===== src/rtl/fwd_ctrl_if.sv =====
// Decode-side request and EX operand-control bundle for fwd_ctrl.
interface fwd_ctrl_if #(
  parameter int unsigned REG_AW = 5
);
  logic              id_valid_i;
  logic [REG_AW-1:0] id_rs1_i;
  logic [REG_AW-1:0] id_rs2_i;
  logic              id_use_rs1_i;
  logic              id_use_rs2_i;
  logic [REG_AW-1:0] id_rd_i;
  logic              id_we_i;
  logic              id_load_i;
  logic              id_pc_sel_i;
  logic              id_imm_sel_i;
  logic              id_brun_i;
  logic              flush_i;
  logic              hold_i;

  logic [1:0]        A1_sel_o;
  logic [1:0]        B1_sel_o;
  logic              A2_sel_o;
  logic              B2_sel_o;
  logic              BrUn_o;
  logic              stall_o;
  logic              ex_valid_o;

  modport master (
    output id_valid_i, id_rs1_i, id_rs2_i, id_use_rs1_i, id_use_rs2_i,
           id_rd_i, id_we_i, id_load_i, id_pc_sel_i, id_imm_sel_i, id_brun_i,
           flush_i, hold_i,
    input  A1_sel_o, B1_sel_o, A2_sel_o, B2_sel_o, BrUn_o, stall_o, ex_valid_o
  );

  modport slave (
    input  id_valid_i, id_rs1_i, id_rs2_i, id_use_rs1_i, id_use_rs2_i,
           id_rd_i, id_we_i, id_load_i, id_pc_sel_i, id_imm_sel_i, id_brun_i,
           flush_i, hold_i,
    output A1_sel_o, B1_sel_o, A2_sel_o, B2_sel_o, BrUn_o, stall_o, ex_valid_o
  );
endinterface


===== src/rtl/fwd_ctrl.sv =====
// Hazard/forwarding control for the EX operand muxes: tracks EX/MEM/WB destinations.
// Optional FWD_CTRL_MEM_FWD_EN: forward load data from MEM instead of stalling.
module fwd_ctrl #(
  parameter int unsigned REG_AW = 5
) (
  input  logic       clk,
  input  logic       rst,
  fwd_ctrl_if.slave  bus
);

  localparam logic [1:0] SEL_RF  = 2'b00;
  localparam logic [1:0] SEL_ALU = 2'b01;
  localparam logic [1:0] SEL_WB  = 2'b10;
`ifdef FWD_CTRL_MEM_FWD_EN
  localparam logic [1:0] SEL_MEM_LOAD = 2'b11;
  localparam logic       LOAD_USE_EN  = 1'b0;
`else
  // Without a memory-data path the consumer waits a cycle and takes WB instead.
  localparam logic [1:0] SEL_MEM_LOAD = 2'b00;
  localparam logic       LOAD_USE_EN  = 1'b1;
`endif

  typedef struct packed {
    logic              valid;
    logic [REG_AW-1:0] rd;
    logic              we;
    logic              load;
  } slot_t;

  typedef struct packed {
    slot_t             dst;
    logic [REG_AW-1:0] rs1;
    logic [REG_AW-1:0] rs2;
    logic              use_rs1;
    logic              use_rs2;
    logic              pc_sel;
    logic              imm_sel;
    logic              brun;
  } ex_slot_t;

  ex_slot_t ex_q, ex_d;
  slot_t    mem_q, mem_d, wb_q, wb_d;

  logic mem_hit1, mem_hit2, wb_hit1, wb_hit2;
  logic load_use;

  function automatic logic slot_match(slot_t s, logic [REG_AW-1:0] r, logic use_r);
    return s.valid & s.we & use_r & (r != '0) & (s.rd == r);
  endfunction

  function automatic logic [1:0] pick_sel(logic mem_hit, logic mem_load, logic wb_hit);
    if (mem_hit)     return mem_load ? SEL_MEM_LOAD : SEL_ALU;
    else if (wb_hit) return SEL_WB;
    else             return SEL_RF;
  endfunction

  // Slot registers
  always_ff @(posedge clk) begin
    if (!rst) begin
      ex_q  <= '0;
      mem_q <= '0;
      wb_q  <= '0;
    end else begin
      ex_q  <= ex_d;
      mem_q <= mem_d;
      wb_q  <= wb_d;
    end
  end

  // Hazard detection and slot advance
  always_comb begin
    ex_d     = ex_q;
    mem_d    = mem_q;
    wb_d     = wb_q;
    mem_hit1 = ex_q.dst.valid & slot_match(mem_q, ex_q.rs1, ex_q.use_rs1);
    mem_hit2 = ex_q.dst.valid & slot_match(mem_q, ex_q.rs2, ex_q.use_rs2);
    wb_hit1  = ex_q.dst.valid & slot_match(wb_q,  ex_q.rs1, ex_q.use_rs1);
    wb_hit2  = ex_q.dst.valid & slot_match(wb_q,  ex_q.rs2, ex_q.use_rs2);
    load_use = LOAD_USE_EN & mem_q.load & (mem_hit1 | mem_hit2);

    if (bus.hold_i) begin
      ex_d  = ex_q;
    end else if (bus.flush_i) begin
      // The redirecting EX instruction retires; only the ID entry is dropped.
      wb_d  = mem_q;
      mem_d = ex_q.dst;
      ex_d  = '0;
    end else if (load_use) begin
      wb_d  = mem_q;
      mem_d = '0;
    end else begin
      wb_d              = mem_q;
      mem_d             = ex_q.dst;
      ex_d.dst.valid    = bus.id_valid_i;
      ex_d.dst.rd       = bus.id_rd_i;
      ex_d.dst.we       = bus.id_we_i;
      ex_d.dst.load     = bus.id_load_i;
      ex_d.rs1          = bus.id_rs1_i;
      ex_d.rs2          = bus.id_rs2_i;
      ex_d.use_rs1      = bus.id_use_rs1_i;
      ex_d.use_rs2      = bus.id_use_rs2_i;
      ex_d.pc_sel       = bus.id_pc_sel_i;
      ex_d.imm_sel      = bus.id_imm_sel_i;
      ex_d.brun         = bus.id_brun_i;
    end
  end

  assign bus.A1_sel_o   = pick_sel(mem_hit1, mem_q.load, wb_hit1);
  assign bus.B1_sel_o   = pick_sel(mem_hit2, mem_q.load, wb_hit2);
  assign bus.A2_sel_o   = ex_q.dst.valid & ex_q.pc_sel;
  assign bus.B2_sel_o   = ex_q.dst.valid & ex_q.imm_sel;
  assign bus.BrUn_o     = ex_q.dst.valid & ex_q.brun;
  assign bus.ex_valid_o = ex_q.dst.valid;
  assign bus.stall_o    = rst & ~bus.hold_i & ~bus.flush_i & load_use;

endmodule


===== src/flat_wrapper.sv =====
// flat-port wrapper written by rule: the top's interface ports become plain ports
module fwd_ctrl_flat 
#(
  parameter int unsigned REG_AW = 5
)
  (clk, rst, bus_id_valid_i, bus_id_rs1_i, bus_id_rs2_i, bus_id_use_rs1_i, bus_id_use_rs2_i, bus_id_rd_i, bus_id_we_i, bus_id_load_i, bus_id_pc_sel_i, bus_id_imm_sel_i, bus_id_brun_i, bus_flush_i, bus_hold_i, bus_A1_sel_o, bus_B1_sel_o, bus_A2_sel_o, bus_B2_sel_o, bus_BrUn_o, bus_stall_o, bus_ex_valid_o);
  fwd_ctrl_if #(.REG_AW(REG_AW)) bus_i ();
  input  logic clk;
  input  logic rst;
  input wire logic [$bits(bus_i.id_valid_i)-1:0] bus_id_valid_i;
  input wire logic [$bits(bus_i.id_rs1_i)-1:0] bus_id_rs1_i;
  input wire logic [$bits(bus_i.id_rs2_i)-1:0] bus_id_rs2_i;
  input wire logic [$bits(bus_i.id_use_rs1_i)-1:0] bus_id_use_rs1_i;
  input wire logic [$bits(bus_i.id_use_rs2_i)-1:0] bus_id_use_rs2_i;
  input wire logic [$bits(bus_i.id_rd_i)-1:0] bus_id_rd_i;
  input wire logic [$bits(bus_i.id_we_i)-1:0] bus_id_we_i;
  input wire logic [$bits(bus_i.id_load_i)-1:0] bus_id_load_i;
  input wire logic [$bits(bus_i.id_pc_sel_i)-1:0] bus_id_pc_sel_i;
  input wire logic [$bits(bus_i.id_imm_sel_i)-1:0] bus_id_imm_sel_i;
  input wire logic [$bits(bus_i.id_brun_i)-1:0] bus_id_brun_i;
  input wire logic [$bits(bus_i.flush_i)-1:0] bus_flush_i;
  input wire logic [$bits(bus_i.hold_i)-1:0] bus_hold_i;
  output wire logic [$bits(bus_i.A1_sel_o)-1:0] bus_A1_sel_o;
  output wire logic [$bits(bus_i.B1_sel_o)-1:0] bus_B1_sel_o;
  output wire logic [$bits(bus_i.A2_sel_o)-1:0] bus_A2_sel_o;
  output wire logic [$bits(bus_i.B2_sel_o)-1:0] bus_B2_sel_o;
  output wire logic [$bits(bus_i.BrUn_o)-1:0] bus_BrUn_o;
  output wire logic [$bits(bus_i.stall_o)-1:0] bus_stall_o;
  output wire logic [$bits(bus_i.ex_valid_o)-1:0] bus_ex_valid_o;
  assign bus_i.id_valid_i = bus_id_valid_i;
  assign bus_i.id_rs1_i = bus_id_rs1_i;
  assign bus_i.id_rs2_i = bus_id_rs2_i;
  assign bus_i.id_use_rs1_i = bus_id_use_rs1_i;
  assign bus_i.id_use_rs2_i = bus_id_use_rs2_i;
  assign bus_i.id_rd_i = bus_id_rd_i;
  assign bus_i.id_we_i = bus_id_we_i;
  assign bus_i.id_load_i = bus_id_load_i;
  assign bus_i.id_pc_sel_i = bus_id_pc_sel_i;
  assign bus_i.id_imm_sel_i = bus_id_imm_sel_i;
  assign bus_i.id_brun_i = bus_id_brun_i;
  assign bus_i.flush_i = bus_flush_i;
  assign bus_i.hold_i = bus_hold_i;
  assign bus_A1_sel_o = bus_i.A1_sel_o;
  assign bus_B1_sel_o = bus_i.B1_sel_o;
  assign bus_A2_sel_o = bus_i.A2_sel_o;
  assign bus_B2_sel_o = bus_i.B2_sel_o;
  assign bus_BrUn_o = bus_i.BrUn_o;
  assign bus_stall_o = bus_i.stall_o;
  assign bus_ex_valid_o = bus_i.ex_valid_o;
  fwd_ctrl #(.REG_AW(REG_AW)) u_core (.clk(clk), .rst(rst), .bus(bus_i));
endmodule

===== config.mk =====
export PLATFORM = sky130hd
export DESIGN_NAME = fwd_ctrl_flat
export DESIGN_NICKNAME = d
export VERILOG_FILES = /design/src/rtl/fwd_ctrl_if.sv /design/src/rtl/fwd_ctrl.sv /design/src/flat_wrapper.sv
export SDC_FILE = /design/constraint.sdc
export NUM_CORES = 1
export LEC_CHECK = 0
export BUFFER_PORTS_ARGS = -buffer_cell sky130_fd_sc_hd__buf_4
export CAP_MARGIN = 20
export CORE_MARGIN = 10
export CORE_UTILIZATION = 25
export CTS_CLUSTER_SIZE = 24
export DETAILED_ROUTE_END_ITERATION = 8
export GPL_TIMING_DRIVEN = 0
export HOLD_SLACK_MARGIN = 0.02
export SLEW_MARGIN = 20
export SYNTH_ARGS = -nofsm -noshare
export SYNTH_HDL_FRONTEND = slang
export SYNTH_SLANG_ARGS = --single-unit

===== constraint.sdc =====
create_clock -name clk -period 1.79 [get_ports clk]
set_input_delay 0.2685 -clock clk [delete_from_list [all_inputs] [get_ports clk]]
set_output_delay 0.2685 -clock clk [all_outputs]
set_load 0.01 [all_outputs]

# After elaboration in Yosys (flattened, before gate mapping)

Index checks and enable logic that the tools add are counted.

Output and inout port bits: 9
Register bits: 38
Bits of input ports: 27
Word-level logic and storage cells: 63

Reduce and logical (&&, ||, !) cells: 3
Multiplexer cells: 9
Bitwise operators: 28
Equal/unequal tests: 5

Operators by type and width:

| operator             | number |
|---|---|
| $mux W23             | 2 |
| $and A1 B1 Y1        | 25 |
| $eq A5 B5 Y1         | 4 |
| $mux W8              | 2 |
| $reduce_bool A5 Y1   | 2 |
| $mux W2              | 4 |
| $ne A2 B2 Y1 const B | 1 |
| $not A1 Y1           | 2 |
| $reduce_and A2 Y1    | 1 |
| $mux W1              | 1 |
| $or A1 B1 Y1         | 1 |

# Logic depth before layout (Yosys ltp)

Gate-level depths: netlist of run 1.

Word-level depth: 9
Mapped depth: 6
Mapped depth without buffers: 5

# Least setup slack after synthesis of run 1

Ideal clock, no wire load.

Path kind: flip-flop to output port
From: reg u_core.ex_q (netlist bit u_core.bus.ex_valid_o)
To: out bus_stall_o
Path buffers: 0
Path slack: -72 ps
Arrival: 1,593 ps
Required time: 1,521 ps
Stages on the path, launching flop included: 6
Cells stage by stage: dfxtp_1 -> nand3_1 -> nor3_1 -> and4b_1 -> nor2_1 -> nor4b_1

Cells in the longest elaborated chain, start to end: 4
Elaborated cells between the ends (all ways): 5
Those cells by class: bitwise (5)

Ends and longest elaborated chain:

| what                             | RTL line                       | source |
|---|---|---|
| from (decl)                      | fwd_ctrl.sv:41                 | `ex_slot_t ex_q, ex_d;` |
| from (signal assigned)           | fwd_ctrl.sv:60                 | `ex_q <= '0;` |
| from (signal assigned)           | fwd_ctrl.sv:64                 | `ex_q <= ex_d;` |
| $and A1 B1 Y1 (on tied branches) | fwd_ctrl.sv:75, fwd_ctrl.sv:76 |  |
| $or A1 B1 Y1 *                   | fwd_ctrl.sv:79                 | `load_use = LOAD_USE_EN & mem_q.load & (mem_hit1 \| mem_hit2);` |
| $and A1 B1 Y1 *                  | fwd_ctrl.sv:79                 |  |
| $and A1 B1 Y1 *                  | fwd_ctrl.sv:114                | `assign bus.stall_o = rst & ~bus.hold_i & ~bus.flush_i & load_use;` |
| to (decl)                        | flat_wrapper.sv:28             | `output wire logic [$bits(bus_i.stall_o)-1:0] bus_stall_o;` |

Mark *: on every way between the ends. The rest lies on a longest branch, timed or not.

# Worst setup path after layout of run 1

From: reg u_core.ex_q[10] in the netlist's numbering
To: out bus_stall_o

Cells in the longest elaborated chain, start to end: 7
Elaborated cells between the ends (all ways): 8
Those cells by class: eq/ne (1); bitwise (6); reduce/logical (1)

Ends and longest elaborated chain:

| what               | RTL line        | source |
|---|---|---|
| $reduce_bool A5 Y1 | fwd_ctrl.sv:48  | `return s.valid & s.we & use_r & (r != '0) & (s.rd == r);` |
| $and A1 B1 Y1      | fwd_ctrl.sv:48  |  |
| $and A1 B1 Y1 *    | fwd_ctrl.sv:48  |  |
| $and A1 B1 Y1 *    | fwd_ctrl.sv:75  | `mem_hit1 = ex_q.dst.valid & slot_match(mem_q, ex_q.rs1, ex_q.use_rs1);` |
| $or A1 B1 Y1 *     | fwd_ctrl.sv:79  |  |
| $and A1 B1 Y1 *    | fwd_ctrl.sv:79  |  |
| $and A1 B1 Y1 *    | fwd_ctrl.sv:114 |  |

Marks and branches as above.

==> metrics.md, run 1 <==
| Metric | Value |
|---|---|
| Status | `finished with violations` |
| Failing checks | `setup timing` |
| Yosys warnings | `0` |
| Initial antenna violation count | `0` |
| Hold Path Class | `in -> reg` |
| Kind of critical path | `reg -> out` |
| First-pass GRT wire length | `about 8500 um` |
| DRC violations left | `0` |
| Hold slack | `245 ps` |
| Synth Instances | `202` |
| Max Cap Violations | `0` |
| Routed via count | `roughly 1600` |
| Tot Pwr | `between 1.5 and 2 mW` |
| Final worst setup slack | `-422 ps` |
| Core area | `7210 um^2` |
| Placer congestion estimate | `approximately 0.86` |
| Routed wire length | `roughly 5000 um` |
| Tot GR Track Use | `0.0939` |
| Initial Util | `0.255` |
| WP data arrival | `just under 2000 ps` |
| Register area share after synthesis | `0.413` |
| Slew Limit Fails | `0` |
| TritonCTS clock tree | `built` |
| HPWL after detailed placement | `between 3000 and 4000 um` |
| Flops & latches, synth | `38` |
| Synthesized Nets | `around 230` |
| CP endpoint kind | `output pin` |
| CP max stage delay | `roughly 500 ps` |
| Startpoint Class | `register` |
| Setup violators final | `36` |
| Net count, final | `between 200 and 300` |
| Final min period | `~2200 ps` |
| CTS Buf Count | `5` |
| WL/cell | `between 10 and 15 um` |
| Die X | `between 100 and 150 um` |
| Commonest non-fill, non-tap cell in the layout | `buf_4` |
| Power Dens Cells | `between 600 and 700 nW/um^2` |
| F_max | `about 0.45 GHz` |
| Worst-path clk slew | `80 ps` |
| Latest clock arrival within the worst-skew pair | `about 290 ps` |
| Final Hold Violating Endpoints | `0` |
| Worst-path maximum fanout | `3` |
| Cell row count | `31` |
| Synth cell types | `25` |
| Non-filler instance count after layout | `between 300 and 400` |
| Post-CTS Hold Fix Bufs | `0` |
| Synthesis-to-finish area growth | `38.9%` |
| Final Cell Area | `2560 um^2` |
| LEAKAGE | `1.08 nW` |
| Fillers | `approximately 800` |
| Die area | `about 11000 um^2` |
| Port Buf Inserts | `33` |
| Gr ovfl total | `0` |
| Post-placement cell count | `334` |
| Largest net degree at the start of global routing | `13` |
| Die Y | `~110 um` |
| CTS Sinks | `38` |
| Vias in the first global route | `between 1500 and 2000` |
| Crit path cell chain | `or4_4 > o21a_1 > and4b_1 > nor2_2 > nor4b_2 > buf_4` |
| Unrepaired setup endpoints after global routing | `true` |
| Worst vdd ir | `0.000388 V` |
| Drt first pass iters | `6` |
| Clk buf depth | `2` |
| Worst clock skew | `6.44 ps` |
| Slew @ Worst Pin | `between 500 and 600 ps` |
| Post-placement cell area | `~2200 um^2` |
| Via/cell ratio | `roughly 4.5` |
| Final core occ | `0.354` |
| Most frequent cells in the layout | `40 x buf_4, 33 x nand3_1, 30 x mux2i_1, 24 x nand2_1, 23 x dfxtp_1` |
| R2R setup slack | `-330 ps` |
| Syn_area_per_cell | `about 9.1 um^2` |
| Worst relative slew slack | `0.636` |
| Clk root buf | `clkbuf_8` |
| Top Ports | `36` |
| Fin crit share | `1.24` |
| CTS H-tree lvls | `2` |
| CP max stage cell | `or4_4` |
| Mapped Area | `1840 um^2` |
| Ant. Diodes | `0` |
| Required @ worst endpoint | `1520 ps` |
| Starting DRT DRC Count | `between 80 and 90` |
| Post-DRT Antenna Nets | `0` |
| Layout cells sized above 1 | `0.341` |
[layer usage]
metal	vias to the layer above	share of wire	track usage
met2	37	0.49	0.152
met5	-	0	0
met4	0	0.029	0.0406
met3	15	0.030	0.0238
li1	805	-	-
met1	726	0.45	0.115
[cell type report]
class | count | area, um^2 | share of cell area
buffer | 13 | 71.3 | 0.0279
tap | 99 | 124 | 0.0485
sequential | 38 | 792 | 0.310
clock buffer | 6 | 82.6 | 0.0323
inverter | 1 | 3.75 | 0.00147
clock inverter | 2 | 12.5 | 0.00489
timing repair buffer | 46 | 394 | 0.154
multi-input combinational | 149 | 1080 | 0.421
[path summary, 6_finish.rpt]
path	start	endpoint	cells after the start
min	bus_id_rs2_i[2]	u_core.ex_q[7]	3
min reg2reg	u_core.ex_q[19]	u_core.mem_q[4]	2
max reg2reg	u_core.ex_q[10]	u_core.ex_q[9]	9
max	u_core.ex_q[10]	bus_stall_o	6
[power by group]
part | internal (mW) | total (mW) | switching (mW)
Sequential | 0.868 | 0.895 | 0.0272
Combinational | 0.131 | 0.242 | 0.111
Clock | 0.310 | 0.617 | 0.307
Total | 1.31 | 1.75 | 0.445
[registers in the layout, summed over array words and instances (netlist names)]
register	cells
u_core.bus.ex_valid_o	1
u_core.ex_q	22
u_core.mem_q	8
u_core.wb_q	7
[kinds of logic (layout without fill, tap and decap cells)]
kind of cell | Yosys count | in the layout | synth area share
DFF | 38 | 38 | 0.413
muxes | 30 | 30 | 0.163
AOI/OAI and AO/OA | 12 | 12 | 0.0462
and+or+nand+nor | 87 | 87 | 0.239
buffers and inverters | 15 | 68 | 0.0428
xor gates and xnor gates | 20 | 20 | 0.0952
[synth_stat cells, drive strengths merged]
cell | number | area share
nand2b | 1 | 0.0034
nand4 | 1 | 0.0034
and4b | 1 | 0.0054
mux2i | 30 | 0.16
nand2 | 25 | 0.051
nor2b | 8 | 0.027
o21ai | 10 | 0.033
xor2 | 11 | 0.052
buf | 3 | 0.018
nor4 | 3 | 0.010
or4 | 4 | 0.018
xnor2 | 9 | 0.043
and2 | 3 | 0.010
dfxtp | 38 | 0.41
nor3 | 1 | 0.0027
clkbuf | 11 | 0.022
nor2 | 5 | 0.010
nand3 | 34 | 0.092
inv | 1 | 0.0020
a41oi | 1 | 0.0088
nor4b | 1 | 0.0048
o21a | 1 | 0.0041
[through the flow]
stage	setup WS (ps)	TNS (ps)
final	-422	-10230
after global routing	-464	-12580
after CTS	-450	-6610
after detailed placement	-335	-4370
after global placement	-295	-4340
after floorplan	36.1	0
[worst max-delay path: cells and delay by family, from the launching register on]
family          cells  cell delay (ps)
simple gates        4              930
buf+inv             1              170
compound gates      1              210
flops               1              350
[repair_timing]
item                                    4_1_cts  5_1_grt
buffers inserted                              9        1
endpoints found under the setup margin       35       36
cloned                                        3        0
pin swaps                                     8        2
gates resized for setup                      40        4
Note: power is estimated with default switching activity, not from simulation.
==> run 2: changes to the inputs <==
- CORE_MARGIN: 10 -> 3
==> run 2 against run 1 <==
The run still ends with setup timing left. Critical path depth did not move. Highest routed layer unchanged. Non-clock buffer count grew 3. Total power rose by 6.8%. Sequential power barely moved. Clock-buffer cell count stayed put. Final cell count stayed put. Sequential share of layout area is 1.1 points lower. Die area shrank 25%. Via count grew 0.19%.
==> metrics.md, run 2 (same netlist as run 1, synthesis figures left out) <==
| Metric | Value |
|---|---|
| Status | `finished with violations (unchanged)` |
| Failing checks | `setup timing (unchanged)` |
| Final Hold Violating Endpoints | `0 (unchanged)` |
| LEAKAGE | `1.11 nW (was 1.08 nW)` |
| Ant. Diodes | `0 (unchanged)` |
| TritonCTS clock tree | `built (unchanged)` |
| Commonest non-fill, non-tap cell in the layout | `buf_4 (unchanged)` |
| Post-Place Worst Slack | `-320 ps (was -335 ps)` |
| Combinational share of power | `0.138 (about the same)` |
| Starting DRT DRC Count | `52 (was 84)` |
| Clock share of power | `0.385 (was 0.352)` |
| Crit path cell chain | `or4_4 > o21a_1 > and4b_1 > nor2_2 > nor4b_4 > buf_4 (was or4_4 > o21a_1 > and4b_1 > nor2_2 > nor4b_2 > buf_4)` |
| Post-placement cell area | `2220 um^2 (about the same)` |
| Worst R2R End | `u_core.ex_q[7] (was u_core.ex_q[9])` |
| Top Registers | `u_core.ex_q: 22 flops, u_core.mem_q: 8 flops, u_core.wb_q: 7 flops (unchanged)` |
| Final min period | `2220 ps (was 2210 ps)` |
| Power Dens Cells | `708 nW/um^2 (was 686 nW/um^2)` |
| WL/cell | `14.1 um (was 14.3 um)` |
| Vias in the first global route | `1663 (was 1690)` |
| Routed wire length | `5000 um (was 5080 um)` |
| CTS H-tree lvls | `2 (unchanged)` |
| Fin crit share | `1.24 (about the same)` |
| Latest clock arrival within the worst-skew pair | `290 ps (about the same)` |
| Int Pwr | `1.42 mW (was 1.31 mW)` |
| Synthesis-to-finish area growth | `43.7% (was 38.9%)` |
| Seq pwr share | `0.477 (was 0.510)` |
| Cell row count | `30 (was 31)` |
| Worst clock skew | `7.39 ps (was 6.44 ps)` |
| Initial Util | `0.264 (was 0.255)` |
| Initial antenna violation count | `0 (unchanged)` |
| Placer congestion estimate | `0.869 (was 0.862)` |
| Setup violators final | `36 (unchanged)` |
| Unrepaired setup endpoints after global routing | `true (unchanged)` |
| Post-DRT Antenna Nets | `0 (unchanged)` |
| Die area | `8430 um^2 (was 11200 um^2)` |
| Top Ports | `36 (unchanged)` |
| Final Cell Area | `2650 um^2 (was 2560 um^2)` |
| Worst-path clk slew | `80 ps (about the same)` |
| Clk root buf | `clkbuf_8 (unchanged)` |
| F_max | `0.450 GHz (was 0.452 GHz)` |
| Hold-critical path depth | `3 (unchanged)` |
| HPWL after detailed placement | `3500 um (was 3720 um)` |
| Multi-input gate area | `1110 um^2 (was 1080 um^2)` |
| Drt first pass iters | `4 (was 6)` |
| Slew Limit Fails | `0 (unchanged)` |
| Hold slack | `247 ps (was 245 ps)` |
| Required @ worst endpoint | `1520 ps (about the same)` |
| Largest register by flop count | `u_core.ex_q (unchanged)` |
| Worst vdd ir | `0.000315 V (was 0.000388 V)` |
| Kind of critical path | `reg -> out (unchanged)` |
| Hold Path Class | `in -> reg (unchanged)` |
| Tot GR Track Use | `0.122 (was 0.0939)` |
| Tot Pwr | `1.87 mW (was 1.75 mW)` |
| Hold EP | `u_core.ex_q[2] (was u_core.ex_q[7])` |
| Post-CTS Hold Fix Bufs | `0 (unchanged)` |
| Sw Ratio | `0.240 (was 0.254)` |
| Die X | `91.8 um (was 106 um)` |
| Final worst setup slack | `-430 ps (was -422 ps)` |
| CP max stage cell | `or4_4 (unchanged)` |
| Reg2reg start | `u_core.ex_q[6] (was u_core.ex_q[10])` |
| Net count, final | `284 (was 281)` |
| First-pass GRT wire length | `8150 um (was 8510 um)` |
| Via/cell ratio | `4.48 (was 4.47)` |
| Routed via count | `1586 (was 1583)` |
| Port Buf Inserts | `33 (unchanged)` |
| Clk buf depth | `2 (unchanged)` |
| Gr ovfl total | `0 (unchanged)` |
| Slew @ Worst Pin | `546 ps (about the same)` |
| Reg2Reg Depth | `8 (was 9)` |
| CP endpoint kind | `output pin (unchanged)` |
| Most frequent cells in the layout | `40 x buf_4, 32 x nand3_1, 29 x mux2i_1, 25 x nand2_1, 25 x dfxtp_1 (was 40 x buf_4, 33 x nand3_1, 30 x mux2i_1, 24 x nand2_1, 23 x dfxtp_1)` |
| Startpoint Class | `register (unchanged)` |
| Reg area | `790 um^2 (was 792 um^2)` |
| Worst relative slew slack | `0.636 (about the same)` |
| Total Neg Setup Slack | `-8300 ps (was -10230 ps)` |
| Largest net degree at the start of global routing | `13 (unchanged)` |
| Die Y | `91.8 um (was 106 um)` |
| Largest register FFs | `22 (unchanged)` |
| CP max stage delay | `500 ps (about the same)` |
| Core area | `6980 um^2 (was 7210 um^2)` |
| CTS Buf Count | `5 (unchanged)` |
| Hold_sp | `bus_id_pc_sel_i (was bus_id_rs2_i[2])` |
| Fillers | `725 (was 777)` |
| R2R setup slack | `-290 ps (was -330 ps)` |
| Psw | `0.450 mW (was 0.445 mW)` |
| DRC violations left | `0 (unchanged)` |
| CTS Sinks | `38 (unchanged)` |
| WP data arrival | `1950 ps (was 1940 ps)` |
| Max Cap Violations | `0 (unchanged)` |
| Layout cells sized above 1 | `0.349 (was 0.341)` |
| Worst-path maximum fanout | `3 (unchanged)` |
run 2: through the flow:
stage | instances | util
finish | 354 | 0.379
global route | 354 | 0.379
CTS | 351 | 0.369
detailed placement | 331 | 0.318
global placement | 331 | 0.318
floorplan | 202 | -
run 2: layer usage:
metal / wire, um / global-route usage / up-vias
met3: 99 / 0.0246 / 6
met4: 63 / 0.0396 / 0
li1: - / - / 806
met2: 2630 / 0.223 / 17
met1: 2200 / 0.142 / 757
met5: 0 / 0 / -
run 2: power by group through the flow:
stage               Sequential [mW]  Combinational (mW)  Clock (mW)
finish                        0.894               0.259       0.721
global route                  0.897               0.283       0.766
CTS                           0.893               0.247       0.732
detailed placement            0.916               0.198           0
global placement              0.916               0.196           0
floorplan                     0.909               0.125           0
run 2: final cells by class:
type / instances / share of cell area
Inverter: 1 / 0.00142
Buffer: 13 / 0.0289
Timing Repair Buffer: 49 / 0.163
Multi-Input combinational cell: 149 / 0.421
Clock inverter: 2 / 0.0142
Sequential cell: 38 / 0.298
Clock buffer: 6 / 0.0274
Tap cell: 96 / 0.0454
run 2: critical path, delay by kind of cell, from the launching register on:
| family | cells | cell delay [ps] |
|---|---|---|
| buffers and inverters | 1 | 170 |
| flip-flops | 1 | 350 |
| AND/OR/NAND/NOR | 4 | 950 |
| AO/OA/AOI/OAI | 1 | 200 |
run 2: how the worst max path moves through the flow:
stage,depth (start not counted),startpoint,to
final,6,u_core.ex_q[10],bus_stall_o
after global routing,6,u_core.ex_q[12],bus_stall_o
after detailed placement,6,u_core.bus.ex_valid_o,bus_stall_o
after global placement,6,u_core.bus.ex_valid_o,bus_stall_o
after floorplan,6,u_core.ex_q[7],u_core.ex_q[15]
after CTS,6,u_core.ex_q[10],bus_stall_o
run 2: repair_timing:
action	CTS	global route
endpoints found under the setup margin	36	36
gates cloned	2	1
pin swaps	13	4
setup buffers	11	2
resized for setup	46	7
